**src/rtl/serial_magnitude.sv**
```systemverilog
// serial_magnitude: bit-serial two's-complement to sign-magnitude converter (LSB-first copy-then-invert rule).
// Optional feature macro SERIAL_MAGNITUDE_SATURATE_EN clamps the most-negative input to 2^(N-1)-1 and flags overflow.
module serial_magnitude #(
  parameter int N = 8
) (
  input  logic         clock_i,
  input  logic         reset_n_i,
  input  logic         start_i,
  input  logic [N-1:0] number_i,
  output logic         busy_o,
  output logic         done_o,
  output logic         sign_o,
  output logic [N-1:0] magnitude_o,
  output logic         overflow_o
);

  localparam int CW = $clog2(N);
  localparam logic [CW-1:0] CNT_LAST = CW'(N - 1);
  localparam logic [CW-1:0] CNT_ONE  = CW'(1);

`ifdef SERIAL_MAGNITUDE_SATURATE_EN
  localparam logic [N-1:0] MOST_NEG = {1'b1, {(N-1){1'b0}}};
  localparam logic [N-1:0] MAX_POS  = {1'b0, {(N-1){1'b1}}};
`endif

  typedef enum logic [1:0] {
    S_IDLE  = 2'd0,
    S_SHIFT = 2'd1,
    S_DONE  = 2'd2
  } state_t;

  state_t        state_q;
  logic [N-1:0]  shift_q;
  logic [N-1:0]  work_q;
  logic [CW-1:0] cnt_q;
  logic          seen_one_q;
  logic          sign_flag_q;
  logic          busy_q;
  logic          done_q;
  logic          sign_q;
  logic [N-1:0]  magnitude_q;
  logic          overflow_q;

  logic          out_bit_d;
  logic [N-1:0]  work_d;
  logic [N-1:0]  mag_d;
  logic          ovf_d;

  // Serial bit rule plus the magnitude/overflow that would be committed on the final shift.
  always_comb begin
    out_bit_d = shift_q[0];
    if (sign_flag_q && seen_one_q) begin
      out_bit_d = ~shift_q[0];
    end else begin
      out_bit_d = shift_q[0];
    end
    work_d = {out_bit_d, work_q[N-1:1]};
    mag_d  = work_d;
    ovf_d  = 1'b0;
`ifdef SERIAL_MAGNITUDE_SATURATE_EN
    if (sign_flag_q && (work_d == MOST_NEG)) begin
      mag_d = MAX_POS;
      ovf_d = 1'b1;
    end else begin
      mag_d = work_d;
      ovf_d = 1'b0;
    end
`endif
  end

  // Control FSM, datapath registers and registered outputs.
  always_ff @(posedge clock_i) begin
    if (!reset_n_i) begin
      state_q     <= S_IDLE;
      shift_q     <= '0;
      work_q      <= '0;
      cnt_q       <= '0;
      seen_one_q  <= 1'b0;
      sign_flag_q <= 1'b0;
      busy_q      <= 1'b0;
      done_q      <= 1'b0;
      sign_q      <= 1'b0;
      magnitude_q <= '0;
      overflow_q  <= 1'b0;
    end else begin
      case (state_q)
        S_IDLE: begin
          done_q <= 1'b0;
          if (start_i) begin
            shift_q     <= number_i;
            work_q      <= '0;
            sign_flag_q <= number_i[N-1];
            cnt_q       <= '0;
            seen_one_q  <= 1'b0;
            busy_q      <= 1'b1;
            state_q     <= S_SHIFT;
          end else begin
            busy_q  <= 1'b0;
            state_q <= S_IDLE;
          end
        end
        S_SHIFT: begin
          shift_q    <= {1'b0, shift_q[N-1:1]};
          work_q     <= work_d;
          seen_one_q <= seen_one_q | shift_q[0];
          if (cnt_q == CNT_LAST) begin
            // Results are only ever updated here, so they hold through IDLE.
            cnt_q       <= '0;
            busy_q      <= 1'b0;
            done_q      <= 1'b1;
            sign_q      <= sign_flag_q;
            magnitude_q <= mag_d;
            overflow_q  <= ovf_d;
            state_q     <= S_DONE;
          end else begin
            cnt_q   <= cnt_q + CNT_ONE;
            state_q <= S_SHIFT;
          end
        end
        S_DONE: begin
          done_q  <= 1'b0;
          busy_q  <= 1'b0;
          state_q <= S_IDLE;
        end
        default: begin
          done_q  <= 1'b0;
          busy_q  <= 1'b0;
          state_q <= S_IDLE;
        end
      endcase
    end
  end

  assign busy_o      = busy_q;
  assign done_o      = done_q;
  assign sign_o      = sign_q;
  assign magnitude_o = magnitude_q;
  assign overflow_o  = overflow_q;

endmodule

```
**config.mk**
```make
export PLATFORM = sky130hd
export DESIGN_NAME = serial_magnitude
export DESIGN_NICKNAME = d
export VERILOG_FILES = /design/src/rtl/serial_magnitude.sv
export SDC_FILE = /design/constraint.sdc
export NUM_CORES = 1
export LEC_CHECK = 0
export ABC_AREA = 1
export CAP_MARGIN = 0
export CORE_UTILIZATION = 40
export DETAILED_ROUTE_END_ITERATION = 16
export GPL_TIMING_DRIVEN = 0
export HOLD_SLACK_MARGIN = 0.12
export PLACE_DENSITY = 0.7
export SLEW_MARGIN = 20
export SYNTH_ARGS = -nofsm -noshare
export SYNTH_HDL_FRONTEND = slang
export SYNTH_SLANG_ARGS = --single-unit
export TNS_END_PERCENT = 20
```
**constraint.sdc**
```tcl
create_clock -name clock_i -period 1.5 [get_ports clock_i]
set_input_delay 0.15 -clock clock_i [delete_from_list [all_inputs] [get_ports clock_i]]
set_output_delay 0.15 -clock clock_i [all_outputs]
set_load 0.02 [all_outputs]
```
==> results of run 1 <==
-- area by class of cell --
class                   instances  area [um^2]
well taps                      44         55.1
clock buffers                   7         55.1
plain buffers                   6         41.3
repair buffers                 20          203
inverters                      18         67.6
multi-input cells             129          593
fillers                       312         1450
flip-flops and latches         33          661
-- cell usage after synthesis, drive strengths merged --
library cell	count	area, um^2
clkbuf	2	7.51
nand3	14	70.1
buf	4	33.8
conb	1	3.75
inv	18	67.6
nand4	1	6.26
nand2	57	229
nor2	34	150
a21oi	5	25.0
dfxtp	33	661
o21ai	15	78.8
ha	2	25.0
-- worst max path at each step --
| stage | startpoint | endpoint | slack, ns | cells after the start |
|---|---|---|---|---|
| floorplan | cnt_q[0] | magnitude_o[4] | 0.30 | 6 |
| global placement | cnt_q[0] | magnitude_o[5] | 0.08 | 6 |
| detailed placement | cnt_q[0] | magnitude_o[5] | 0.08 | 6 |
| CTS | cnt_q[0] | magnitude_o[5] | 0.05 | 6 |
| global route | magnitude_o[6] | magnitude_o[6] | 0.01 | 1 |
| finish | magnitude_o[5] | magnitude_o[5] | 0.07 | 1 |
-- metal layers --
metal  global-route usage (%)  part of all wire, %  vias up
li1                         -                    -      630
met5                        0                    0        -
met4                     6.98                  1.6        0
met2                     22.9                   40       20
met1                     22.2                   52      481
met3                     7.58                  5.6        6
-- report_power, final --
group          switching, mW  total [mW]  internal (mW)
Sequential            0.0189       0.926          0.907
Clock                  0.289       0.510          0.221
Combinational          0.109       0.186         0.0772
-- registers in the layout, indices dropped and copies added, names as in the netlist --
name	count
work_q	7
sign_flag_q	1
cnt_q	3
done_o	1
magnitude_o	8
seen_one_q	1
busy_o	1
state_q	2
sign_o	1
shift_q	8
-- repair_timing --
item / 4_1_cts / 5_1_grt
endpoints found under the setup margin: 0 / 4
hold buffers: 0 / 0
endpoints found under the hold margin: 0 / 0
resized for setup: 0 / 3
-- worst register-to-register path, delay by kind of cell (launching register included) --
family | cells | cell delay [ns]
buffers and inverters | 1 | 0.08
adders and majority gates | 2 | 0.39
and+or+nand+nor | 2 | 0.30
AOI/OAI and AO/OA | 1 | 0.13
DFF | 1 | 0.37
-- logic make-up after synthesis --
group                    Yosys count  synth area share (%)
AND/OR/NAND/NOR                  106                  33.5
flip-flops                        33                  48.7
buffers and inverters             24                  8.02
AO/OA/AOI/OAI                     20                  7.65
adder cells (fa/ha/maj)            2                  1.84
other                              1                 0.276
==> impl_metrics.json, run 1 <==
{
  "outcome": "finished, final reports clean",
  "final_nets": 226,
  "grt_pass1_wl_mm": 4.25,
  "synth_seq_cells": 33,
  "worstRegToRegCells": 6,
  "final-setup-viol-count": 0,
  "io_buffers": 20,
  "cp_slowest_cell": "clkdlybuf4s50_1",
  "wl_mm": 2.59,
  "cts_made_buffers": 5,
  "start_util_pct": 43.4,
  "fin_crit_sh_pct": 95.6,
  "drtIter0Drc": 24,
  "placed_cell_area_um2": 1610,
  "crit_chain": "clkdlybuf4s50_1",
  "ant_nets": 0,
  "slew_viol_final": 0,
  "min_to": "work_q[5]",
  "hold_depth": 3,
  "clock_latency_ns": 0.33,
  "clk_path_buf_depth": 2,
  "clk_pin_slew_worst_paths_ns": 0.10,
  "crit_family": "buffers and inverters",
  "post_cts_buffers": 0,
  "p_per_area_nw_per_um2": 968,
  "place_ws_ns": 0.0764,
  "rows": 20,
  "gr-total-overflow": 0,
  "rsz0062_at_grt": "no",
  "gp_congestion": 0.745,
  "cts_sinks": 33,
  "via_count": 1137,
  "start_kind": "flop",
  "fin_area_um2": 1680,
  "grtUsageTotal_pct": 16.6,
  "core_area_um2": 3130,
  "syn-cell-area_um2": 1360,
  "syn_inst": 186,
  "crit_buf_inv": 1,
  "stdcell_count": 257,
  "die_area_um2": 3630,
  "r2r_setup_slack_ns": 0.15,
  "first_global_vias": 915,
  "vdd_drop_max_mv": 0.653,
  "worst_setup_path_end_kind": "output pin",
  "hold_viol": 0,
  "synth.distinct_cells": 18,
  "worstSetupPathType": "flop to output pin",
  "avgSynthCellArea_um2": 7.30,
  "cts_root_buffer": "clkbuf_4",
  "worstReg2RegEnd": "magnitude_o[6]",
  "layout_min_cycle_time_ns": 1.43,
  "skew_ns": 0.00761,
  "io_pins": 23,
  "grt_max_degree": 11,
  "viasPerCell": 4.42,
  "max_freq_mhz": 698,
  "drcViolationCount": 0,
  "setup_tns_ns": 0,
  "fin_ws_ns": 0.0666,
  "antenna_found_initial": 0,
  "required_ns": 1.35,
  "leakagePower_nw": 0.774,
  "critical_path.max_fanout": 2,
  "synthesis.nets": 199,
  "numPlacedInstances": 250,
  "tritoncts": "yes",
  "cap_violations": 0,
  "areaGrowthSynthToFinish_pct": 23.4,
  "num_antenna_cells": 0,
  "ys_seq_area_share_pct": 48.7,
  "p_total_mw": 1.62,
  "worstHoldStart": "reset_n_i",
  "htree_levels": 2,
  "final_util_pct": 53.6,
  "dp_hpwl_mm": 1.75,
  "wl_per_cell_um": 10.1,
  "r2r-start": "cnt_q[0]",
  "hp-class": "input pin to flop",
  "layout-drive-gt1-share_pct": 8.92,
  "chipHeight_um": 60.3,
  "ys_warn_count": 0,
  "most-common-layout-cells": "54 x nand2_1, 33 x dfxtp_1, 31 x nor2_1",
  "cp_slowest_stage_delay_ns": 0.61,
  "first_pass_iters": 4,
  "holdWs_ns": 0.124,
  "mostFrequentLayoutCell": "nand2_1",
  "die_w_um": 60.3,
  "arrival_ns": 1.28
}
(Power assumes the default switching activity.)
==> run 2, diff against run 1 <==
--- a/config.mk
+++ b/config.mk
@@ -16,4 +16,3 @@
 export SYNTH_ARGS = -nofsm -noshare
 export SYNTH_HDL_FRONTEND = slang
 export SYNTH_SLANG_ARGS = --single-unit
-export TNS_END_PERCENT = 20
==> results of run 2 <==
Final layout, timing and power as in run 1 (identical DEF).
